File: config.mk
export PLATFORM = sky130hd
export DESIGN_NAME = ppr_final_cpa_flat
export DESIGN_NICKNAME = d
export VERILOG_FILES = /design/src/rtl/ppr_pkg.sv /design/src/rtl/ppr_final_cpa_if.sv /design/src/rtl/ppr_cpa_slice.sv /design/src/rtl/ppr_final_cpa.sv /design/src/flat_wrapper.sv
export SDC_FILE = /design/constraint.sdc
export NUM_CORES = 1
export LEC_CHECK = 0
export BUFFER_PORTS_ARGS = -buffer_cell sky130_fd_sc_hd__buf_4
export CAP_MARGIN = 10
export CORE_MARGIN = 2
export CORE_UTILIZATION = 62
export DETAILED_ROUTE_END_ITERATION = 12
export PLACE_DENSITY = 0.9
export SYNTH_ARGS = -nofsm -noshare
export SYNTH_HDL_FRONTEND = slang
export SYNTH_HIERARCHICAL = 1
export SYNTH_SLANG_ARGS = --single-unit
File: constraint.sdc
create_clock -name clk -period 2 [get_ports clk]
set_input_delay 0.4 -clock clk [delete_from_list [all_inputs] [get_ports clk]]
set_output_delay 0.4 -clock clk [all_outputs]
set_load 0.02 [all_outputs]
File: src/rtl/ppr_pkg.sv
// Shared definitions for the final carry-propagate adder (ppr_final_cpa).
// Holds the default operand width and slice width, the derived pipeline
// depth, and the record that one pipeline stage hands to the next.
package ppr_pkg;

  localparam int PPR_WIDTH  = 16;                    // product width in bits
  localparam int PPR_SEG    = 4;                     // bits added per stage
  localparam int PPR_STAGES = PPR_WIDTH / PPR_SEG;   // pipeline depth

  // One in-flight operation as it sits between two stages.
  //   acc        : bits already summed by earlier stages (upper bits still 0)
  //   pend_sum   : sum-row bits not yet consumed (consumed bits cleared)
  //   pend_carry : carry-row bits not yet consumed (consumed bits cleared)
  //   carry      : carry out of the highest bit summed so far
  typedef struct packed {
    logic                 valid;
    logic [PPR_WIDTH-1:0] acc;
    logic [PPR_WIDTH-1:0] pend_sum;
    logic [PPR_WIDTH-1:0] pend_carry;
    logic                 carry;
  } stage_rec_t;

endpackage

File: src/rtl/ppr_final_cpa_if.sv
// Handshake bundle for ppr_final_cpa.
//   Input side : in_valid / in_ready, sum_row, carry_row, cin
//   Output side: out_valid / out_ready, result, cout
// slave  : the adder itself.
// master : the environment (compressor tree upstream plus result consumer).
interface ppr_final_cpa_if #(
  parameter int WIDTH = ppr_pkg::PPR_WIDTH
);

  logic             in_valid;
  logic             in_ready;
  logic [WIDTH-1:0] sum_row;
  logic [WIDTH-1:0] carry_row;
  logic             cin;
  logic             out_valid;
  logic             out_ready;
  logic [WIDTH-1:0] result;
  logic             cout;

  modport slave (
    input  in_valid, sum_row, carry_row, cin, out_ready,
    output in_ready, out_valid, result, cout
  );

  modport master (
    output in_valid, sum_row, carry_row, cin, out_ready,
    input  in_ready, out_valid, result, cout
  );

endinterface

File: src/rtl/ppr_cpa_slice.sv
// One pipeline stage of the final adder: adds bits [OFF +: SEG] of the
// pending sum and carry rows plus the incoming carry, deposits the SEG result
// bits into the accumulated result and registers the whole record when en_i.
// Ports:
//   clk, reset_n : clock, asynchronous active-low reset
//   en_i         : global pipeline advance
//   rec_i        : record from the previous stage (or the input side)
//   rec_o        : registered record for the next stage
module ppr_cpa_slice
  import ppr_pkg::*;
#(
  parameter int SEG = PPR_SEG,
  parameter int OFF = 0
) (
  input  logic       clk,
  input  logic       reset_n,
  input  logic       en_i,
  input  stage_rec_t rec_i,
  output stage_rec_t rec_o
);

  stage_rec_t     rec_d;
  stage_rec_t     rec_q;
  logic [SEG:0]   sum_w;

  always_comb begin
    // NOTE: start from a full default so every field is assigned on every pass;
    // a field left unassigned on some path would infer a latch.
    rec_d = rec_i;
    sum_w = {1'b0, rec_i.pend_sum[OFF +: SEG]}
          + {1'b0, rec_i.pend_carry[OFF +: SEG]}
          + {{SEG{1'b0}}, rec_i.carry};
    rec_d.acc[OFF +: SEG]        = sum_w[SEG-1:0];
    rec_d.carry                  = sum_w[SEG];
    // Consumed operand bits are dropped so later stages carry only live data.
    rec_d.pend_sum[OFF +: SEG]   = '0;
    rec_d.pend_carry[OFF +: SEG] = '0;
  end

  always_ff @(posedge clk or negedge reset_n) begin
    if (!reset_n) begin
      // NOTE: the data fields are reset as well as valid, because the final
      // stage drives result/cout directly and those must read 0 out of reset.
      rec_q <= '0;
    end else if (en_i) begin
      // NOTE: non-blocking so every stage samples its neighbour's old value.
      rec_q <= rec_d;
    end
  end

  assign rec_o = rec_q;

endmodule

File: src/rtl/ppr_final_cpa.sv
// Final carry-propagate adder after the 4:2 partial-product-reduction tree.
// Computes result = (sum_row + carry_row + cin) mod 2^WIDTH and cout, SEG bits
// per stage over WIDTH/SEG stages, with registered carries between stages.
// A single global advance (adv = out_ready | ~out_valid) moves the whole
// pipe, bubbles included; in_ready is adv, so it depends only on out_ready
// and registered state.
// Ports:
//   clk, reset_n : clock, asynchronous active-low reset
//   bus (slave)  : in_valid/in_ready/sum_row/carry_row/cin,
//                  out_valid/out_ready/result/cout
module ppr_final_cpa
  import ppr_pkg::*;
#(
  parameter int WIDTH = PPR_WIDTH,
  parameter int SEG   = PPR_SEG
) (
  input  logic               clk,
  input  logic               reset_n,
  ppr_final_cpa_if.slave     bus
);

  localparam int STAGES = WIDTH / SEG;

  if (WIDTH % SEG != 0) begin : g_bad_seg
    $error("ppr_final_cpa: WIDTH (%0d) must be a multiple of SEG (%0d)", WIDTH, SEG);
  end
  // The stage record is sized from the package, so the width is set there.
  if (WIDTH != PPR_WIDTH) begin : g_bad_width
    $error("ppr_final_cpa: WIDTH (%0d) must equal ppr_pkg::PPR_WIDTH (%0d)", WIDTH, PPR_WIDTH);
  end

  logic       adv;
  stage_rec_t rec_in;
  stage_rec_t rec_out [STAGES];

  assign adv          = bus.out_ready | ~rec_out[STAGES-1].valid;
  assign bus.in_ready = adv;

  // Without an operand this is a bubble; it still flows so the pipe never
  // collapses or reorders.
  always_comb begin
    rec_in            = '0;
    rec_in.valid      = bus.in_valid;
    rec_in.pend_sum   = bus.sum_row;
    rec_in.pend_carry = bus.carry_row;
    rec_in.carry      = bus.cin;
  end

  for (genvar k = 0; k < STAGES; k++) begin : g_stage
    if (k == 0) begin : g_first
      ppr_cpa_slice #(.SEG(SEG), .OFF(0)) u_slice (
        .clk    (clk),
        .reset_n(reset_n),
        .en_i   (adv),
        .rec_i  (rec_in),
        .rec_o  (rec_out[0])
      );
    end else begin : g_next
      ppr_cpa_slice #(.SEG(SEG), .OFF(k*SEG)) u_slice (
        .clk    (clk),
        .reset_n(reset_n),
        .en_i   (adv),
        .rec_i  (rec_out[k-1]),
        .rec_o  (rec_out[k])
      );
    end
  end

  assign bus.out_valid = rec_out[STAGES-1].valid;
  assign bus.result    = rec_out[STAGES-1].acc;
  assign bus.cout      = rec_out[STAGES-1].carry;

endmodule

File: src/flat_wrapper.sv
// flat-port wrapper written by rule: the top's interface ports become plain ports
module ppr_final_cpa_flat import ppr_pkg::*;
#(
  parameter int WIDTH = PPR_WIDTH,
  parameter int SEG   = PPR_SEG
)
  (clk, reset_n, bus_in_valid, bus_sum_row, bus_carry_row, bus_cin, bus_out_ready, bus_in_ready, bus_out_valid, bus_result, bus_cout);
  ppr_final_cpa_if #(.WIDTH(WIDTH)) bus_i ();
  input  logic clk;
  input  logic reset_n;
  input wire logic [$bits(bus_i.in_valid)-1:0] bus_in_valid;
  input wire logic [$bits(bus_i.sum_row)-1:0] bus_sum_row;
  input wire logic [$bits(bus_i.carry_row)-1:0] bus_carry_row;
  input wire logic [$bits(bus_i.cin)-1:0] bus_cin;
  input wire logic [$bits(bus_i.out_ready)-1:0] bus_out_ready;
  output wire logic [$bits(bus_i.in_ready)-1:0] bus_in_ready;
  output wire logic [$bits(bus_i.out_valid)-1:0] bus_out_valid;
  output wire logic [$bits(bus_i.result)-1:0] bus_result;
  output wire logic [$bits(bus_i.cout)-1:0] bus_cout;
  assign bus_i.in_valid = bus_in_valid;
  assign bus_i.sum_row = bus_sum_row;
  assign bus_i.carry_row = bus_carry_row;
  assign bus_i.cin = bus_cin;
  assign bus_i.out_ready = bus_out_ready;
  assign bus_in_ready = bus_i.in_ready;
  assign bus_out_valid = bus_i.out_valid;
  assign bus_result = bus_i.result;
  assign bus_cout = bus_i.cout;
  ppr_final_cpa #(.WIDTH(WIDTH), .SEG(SEG)) u_core (.clk(clk), .reset_n(reset_n), .bus(bus_i));
endmodule
After elaboration in Yosys (flattened, before gate mapping)
Index checks and enable logic that the tools add are counted.
Storage, ports and cells
  flip-flop bits (word level): 96
  input bits: 37
  output and inout port bits: 19
  logic and storage cells: 28
Cells by class
  add/subtract/negate cells: 8
  bitwise gates (word level): 2
Operator list (count)
  adder 4 x 4 -> 5 bit: 4
  adder 5 x 1 -> 5 bit: 4
  NOT 1 bit: 1
  OR 1 bit: 1

Depth between registers and ports, before layout
  depth after elaboration: 2
  mapped depth: 6
  depth with buffers taken out: 6

Modules after synthesis
Netlist, hierarchy kept.
By module, submodules not included
  ppr_cpa_slice at u_core.g_stage[0].g_first.u_slice ...: instances 3, cells an instance 119, area an instance 1804.2 µm²
  ppr_cpa_slice at u_core.g_stage[1].g_next.u_slice: instances 1, cells an instance 119, area an instance 1783.0 µm²
  ppr_final_cpa: instances 1, cells an instance 2, area an instance 10.0 µm²

Worst setup path before layout
OpenSTA, ideal clock, no wires.
  path kind: register to register
  start: register u_core.g_stage[3].g_next.u_slice.rec_q (netlist bit u_core/g_stage[3].g_next.u_slice/rec_o[49])
  end: register u_core.g_stage[0].g_first.u_slice.rec_q (netlist bit u_core/g_stage[0].g_first.u_slice/rec_o[10])
  arrival: 1.546 ns
  path slack: 0.329 ns
  stages on the path, launching flop included: 5
  period minus slack after synthesis: 1.671 ns
  cell sequence: dfrtp_1 > nand2b_1 > buf_6 > buf_4 > mux2_2
Between the ends
  word-level cells in the longest chain between the ends: 2
Ends and longest elaborated chain
  start: declaration: line ppr_cpa_slice.sv:23  | stage_rec_t rec_q;
  start signal: assignment: line ppr_cpa_slice.sv:47  | rec_q <= rec_d;
  NOT 1 bit: line ppr_final_cpa.sv:36  | assign adv = bus.out_ready | ~rec_out[STAGES-1].valid;
  OR 1 bit: line ppr_final_cpa.sv:36
  named net bus_in_ready: line flat_wrapper.sv:16  | output wire logic [$bits(bus_i.in_ready)-1:0] bus_in_ready;
  end signal: assignment: line ppr_cpa_slice.sv:47
  end: declaration: line ppr_cpa_slice.sv:23
The timed path passes the listed nets, and every way through them passes these cells.
A chain may end at the register's enable or synchronous reset.

Worst setup path after layout
  start: register u_core.g_stage[3].g_next.u_slice.rec_q (netlist bit u_core/g_stage[3].g_next.u_slice/rec_o[49])
  end: output port bus_in_ready
Between the ends
  word-level cells in the longest chain between the ends: 2
Ends and longest elaborated chain (line)
  NOT 1 bit: ppr_final_cpa.sv:36
  OR 1 bit: ppr_final_cpa.sv:36
  end: declaration: flat_wrapper.sv:16
Every way passes these cells.

==> impl_results.md <==
* Total detailed-routing wirelength at 7.045 mm
* Type of element launching the critical path: register
* Starting DRT DRC Count at ~130
* Number of pins exceeding their max-slew limit in the final report at 0
* Drt drc at 0
* Nets at approximately 410
* Die Span Y at slightly below 90 um
* Arrival time of the worst setup path at between 1 and 1.5 ns
* Fraction of layout instances using a drive strength above 1 at 47.22%
* Post-synthesis net count at 353
* Number of buffers inserted during clock tree synthesis at 9
* Initial core utilization at around 64%
* Total via count in the routed design at approximately 2,400
* Antenna cell count at 0
* Insertion delay of the later-clocked pin in the worst-skew pair at roughly 0.35 ns
* Max-capacitance violation count at 0
* Setup repair after global routing missed its margin: false
* Cell count of the worst hold path at 2
* Dpl cell area at 0.004773 mm^2
* IO Count at 56
* Classification of the worst-slack hold path: primary input to register
* Number of antenna violations at the first check in global routing at 0
* Count of input and output buffers at 55
* Final Hold Violating Endpoints at 0
* Post-Layout Inst Area at 0.004976 mm^2
* Clock skew at 0.007860 ns
* Max IR drop VDD at 0.0007606 V
* Overall overflow remaining after global route at 0
* Setup slack after layout at between 0.2 and 0.25 ns
* Post-synthesis cell count at 296
* Final cycle utilization of the critical path at about nine tenths
* Site Rows at 30
* Maximum number of pins on one net before global-route repair at 39
* Average cell area after synthesis at approximately 15 um^2
* Post-CTS Repair Setup Buffers at 0
* Number of buffers between clock root and the deepest sink at 2
* Worst reg2reg setup slack at 0.36 ns
* Outcome: completed
* Post-detailed-placement half-perimeter wirelength at about 5.1 mm
* Global-route usage over all layers at approximately a fifth
* Startpoint of the lowest-slack hold path: bus_sum_row[13]
* Buffer type at the clock tree root: sky130_fd_sc_hd__clkbuf_8
* Cell area power density at roughly 1500 mW/mm^2
* Die outline width at approximately 88 um
* Launch point of the worst reg-to-reg path: u_core/g_stage[3].g_next.u_slice/rec_o[49]$_DFFE_PN0P_
* Worst hold slack after final layout at 0.2779 ns
* Die area at around 0.0077 mm^2
* Vias in the first global route at 2,503
* Remaining number of nets flagged by the antenna check after routing at 0
* Worst-path maximum fanout at 38
* Clock transition at the registers of the reported paths at roughly 0.090 ns
* Total instance count after detailed placement at between 400 and 500
* Warnings, synthesis at 6
* Worst hold path endpoint: u_core/g_stage[0].g_first.u_slice/rec_o[30]$_DFFE_PN0P_
* Deepest level of the CTS H-tree at 3
* Wire length of the first global-routing pass at around 12 mm
* Routed WL per cell at 16.01 um
* Clock Sinks at 96
* Critical register-to-register path endpoint: u_core/g_stage[1].g_next.u_slice/rec_o[40]$_DFFE_PN0P_
* Class of the most critical setup path: register to output port
* Final RePlAce weighted congestion at a little over 0.7
* Data required, critical path at around 1.6 ns
* Hold bufs inserted after CTS at 1
* Post-Syn Area at between 0.004 and 0.005 mm^2
* Static Leak at between 0.002 and 0.0025 uW
* Worst slew margin relative to its limit at 68.57%
* Non-filler cells in the finished layout at 440
* Worst Tran Pin Value at around 0.47 ns
* Number of setup violations in the final report at 0
* Layout area overhead at 15.01%
* Post-placement setup slack at between 0.2 and 0.25 ns
* Reg2reg path depth at 5
* Number of detailed-routing iterations run before antenna repair at 4
* Via density at ~5.5
* Clock tree from TritonCTS: yes
* Kind of end point of the critical path: output port
* Min Clock Period, post-route at 1.798 ns
* Number of gates resized after cts at 0
* Fmax at between 0.5 and 0.6 GHz
* Final TNS setup at 0 ns
* CORE AREA at around 0.0068 mm^2
layout by cell type, fill, tap and decap left out:
master	n
sky130_fd_sc_hd__a31oi_1	4
sky130_fd_sc_hd__a21oi_1	5
sky130_fd_sc_hd__buf_4	64
sky130_fd_sc_hd__mux2i_1	3
sky130_fd_sc_hd__o211ai_1	4
sky130_fd_sc_hd__a311oi_1	1
sky130_fd_sc_hd__nand4b_1	4
sky130_fd_sc_hd__inv_1	23
sky130_fd_sc_hd__nor4bb_1	1
sky130_fd_sc_hd__nor2_1	5
sky130_fd_sc_hd__clkinv_2	2
sky130_fd_sc_hd__clkinv_4	2
sky130_fd_sc_hd__a311oi_2	3
sky130_fd_sc_hd__xnor2_1	4
sky130_fd_sc_hd__clkbuf_8	12
sky130_fd_sc_hd__buf_12	2
sky130_fd_sc_hd__and2b_1	3
sky130_fd_sc_hd__nand3_1	4
sky130_fd_sc_hd__dlygate4sd3_1	1
sky130_fd_sc_hd__nor2b_1	5
sky130_fd_sc_hd__nand2b_4	1
sky130_fd_sc_hd__mux2_2	84
sky130_fd_sc_hd__and4bb_1	3
sky130_fd_sc_hd__dfrtp_1	96
sky130_fd_sc_hd__fa_1	8
sky130_fd_sc_hd__o21ai_0	4
sky130_fd_sc_hd__ha_1	12
worst max-delay path: stages (launching register included):
cell and delay, ns:
sky130_fd_sc_hd__dfrtp_1 0.43, sky130_fd_sc_hd__nand2b_4 0.39, sky130_fd_sc_hd__buf_4 0.23
stage by stage:
| step | utilization (%) | power (uW) |
|---|---|---|
| 2_1_floorplan | - | 5543 |
| 3_3_place_gp | 70.65 | 6157 |
| 3_5_place_dp | 70.65 | 6397 |
| 4_1_cts | 73.65 | 7601 |
| 5_1_grt | 73.65 | 8056 |
| 6_report | 73.65 | 7530 |
registers in the layout, indices dropped and copies added (netlist names):
signal	count
u_core/g_stage.g_first.u_slice/rec_o	30
u_core/g_stage.g_next.u_slice/rec_o	66
worst max path at each step:
stage / start / end / slack [ns] / depth (start not counted)
floorplan: u_core/g_stage[3].g_next.u_slice/rec_o[49]$_DFFE_PN0P_ / u_core/g_stage[0].g_first.u_slice/rec_o[10]$_DFFE_PN0P_ / 0.34 / 4
detailed placement: bus_out_ready / u_core/g_stage[1].g_next.u_slice/rec_o[40]$_DFFE_PN0P_ / 0.22 / 6
finish: u_core/g_stage[3].g_next.u_slice/rec_o[49]$_DFFE_PN0P_ / bus_in_ready / 0.20 / 2
global route: u_core/g_stage[3].g_next.u_slice/rec_o[49]$_DFFE_PN0P_ / bus_in_ready / 0.09 / 2
CTS: u_core/g_stage[3].g_next.u_slice/rec_o[49]$_DFFE_PN0P_ / bus_in_ready / 0.16 / 2
global placement: bus_out_ready / u_core/g_stage[1].g_next.u_slice/rec_o[40]$_DFFE_PN0P_ / 0.29 / 6
area by class of cell:
class / count / area, um^2
fill: 440 / 1780
multi-input combinational: 158 / 1664
clock inverter: 4 / 27.53
clock buffer: 12 / 165.2
timing repair buffer: 67 / 530.5
inverter: 23 / 86.33
tap: 80 / 100.1
sequential: 96 / 2402
report_power, final:
part	internal, uW	total [uW]	switching [uW]	leakage (uW)
registers	2780	3270	487	0.00112
logic	1690	3070	1390	0.00108
clock network	555	1190	635	0.000102
layer usage:
metal,vias up,wire length (um),track usage [%]
li1,1138,-,-
met1,1244,3124,27.84
met2,50,3598,32.58
met3,5,262,5.372
met4,0,59,7.413
met5,-,0,0
No activity file was read; power rests on OpenSTA's default activity.
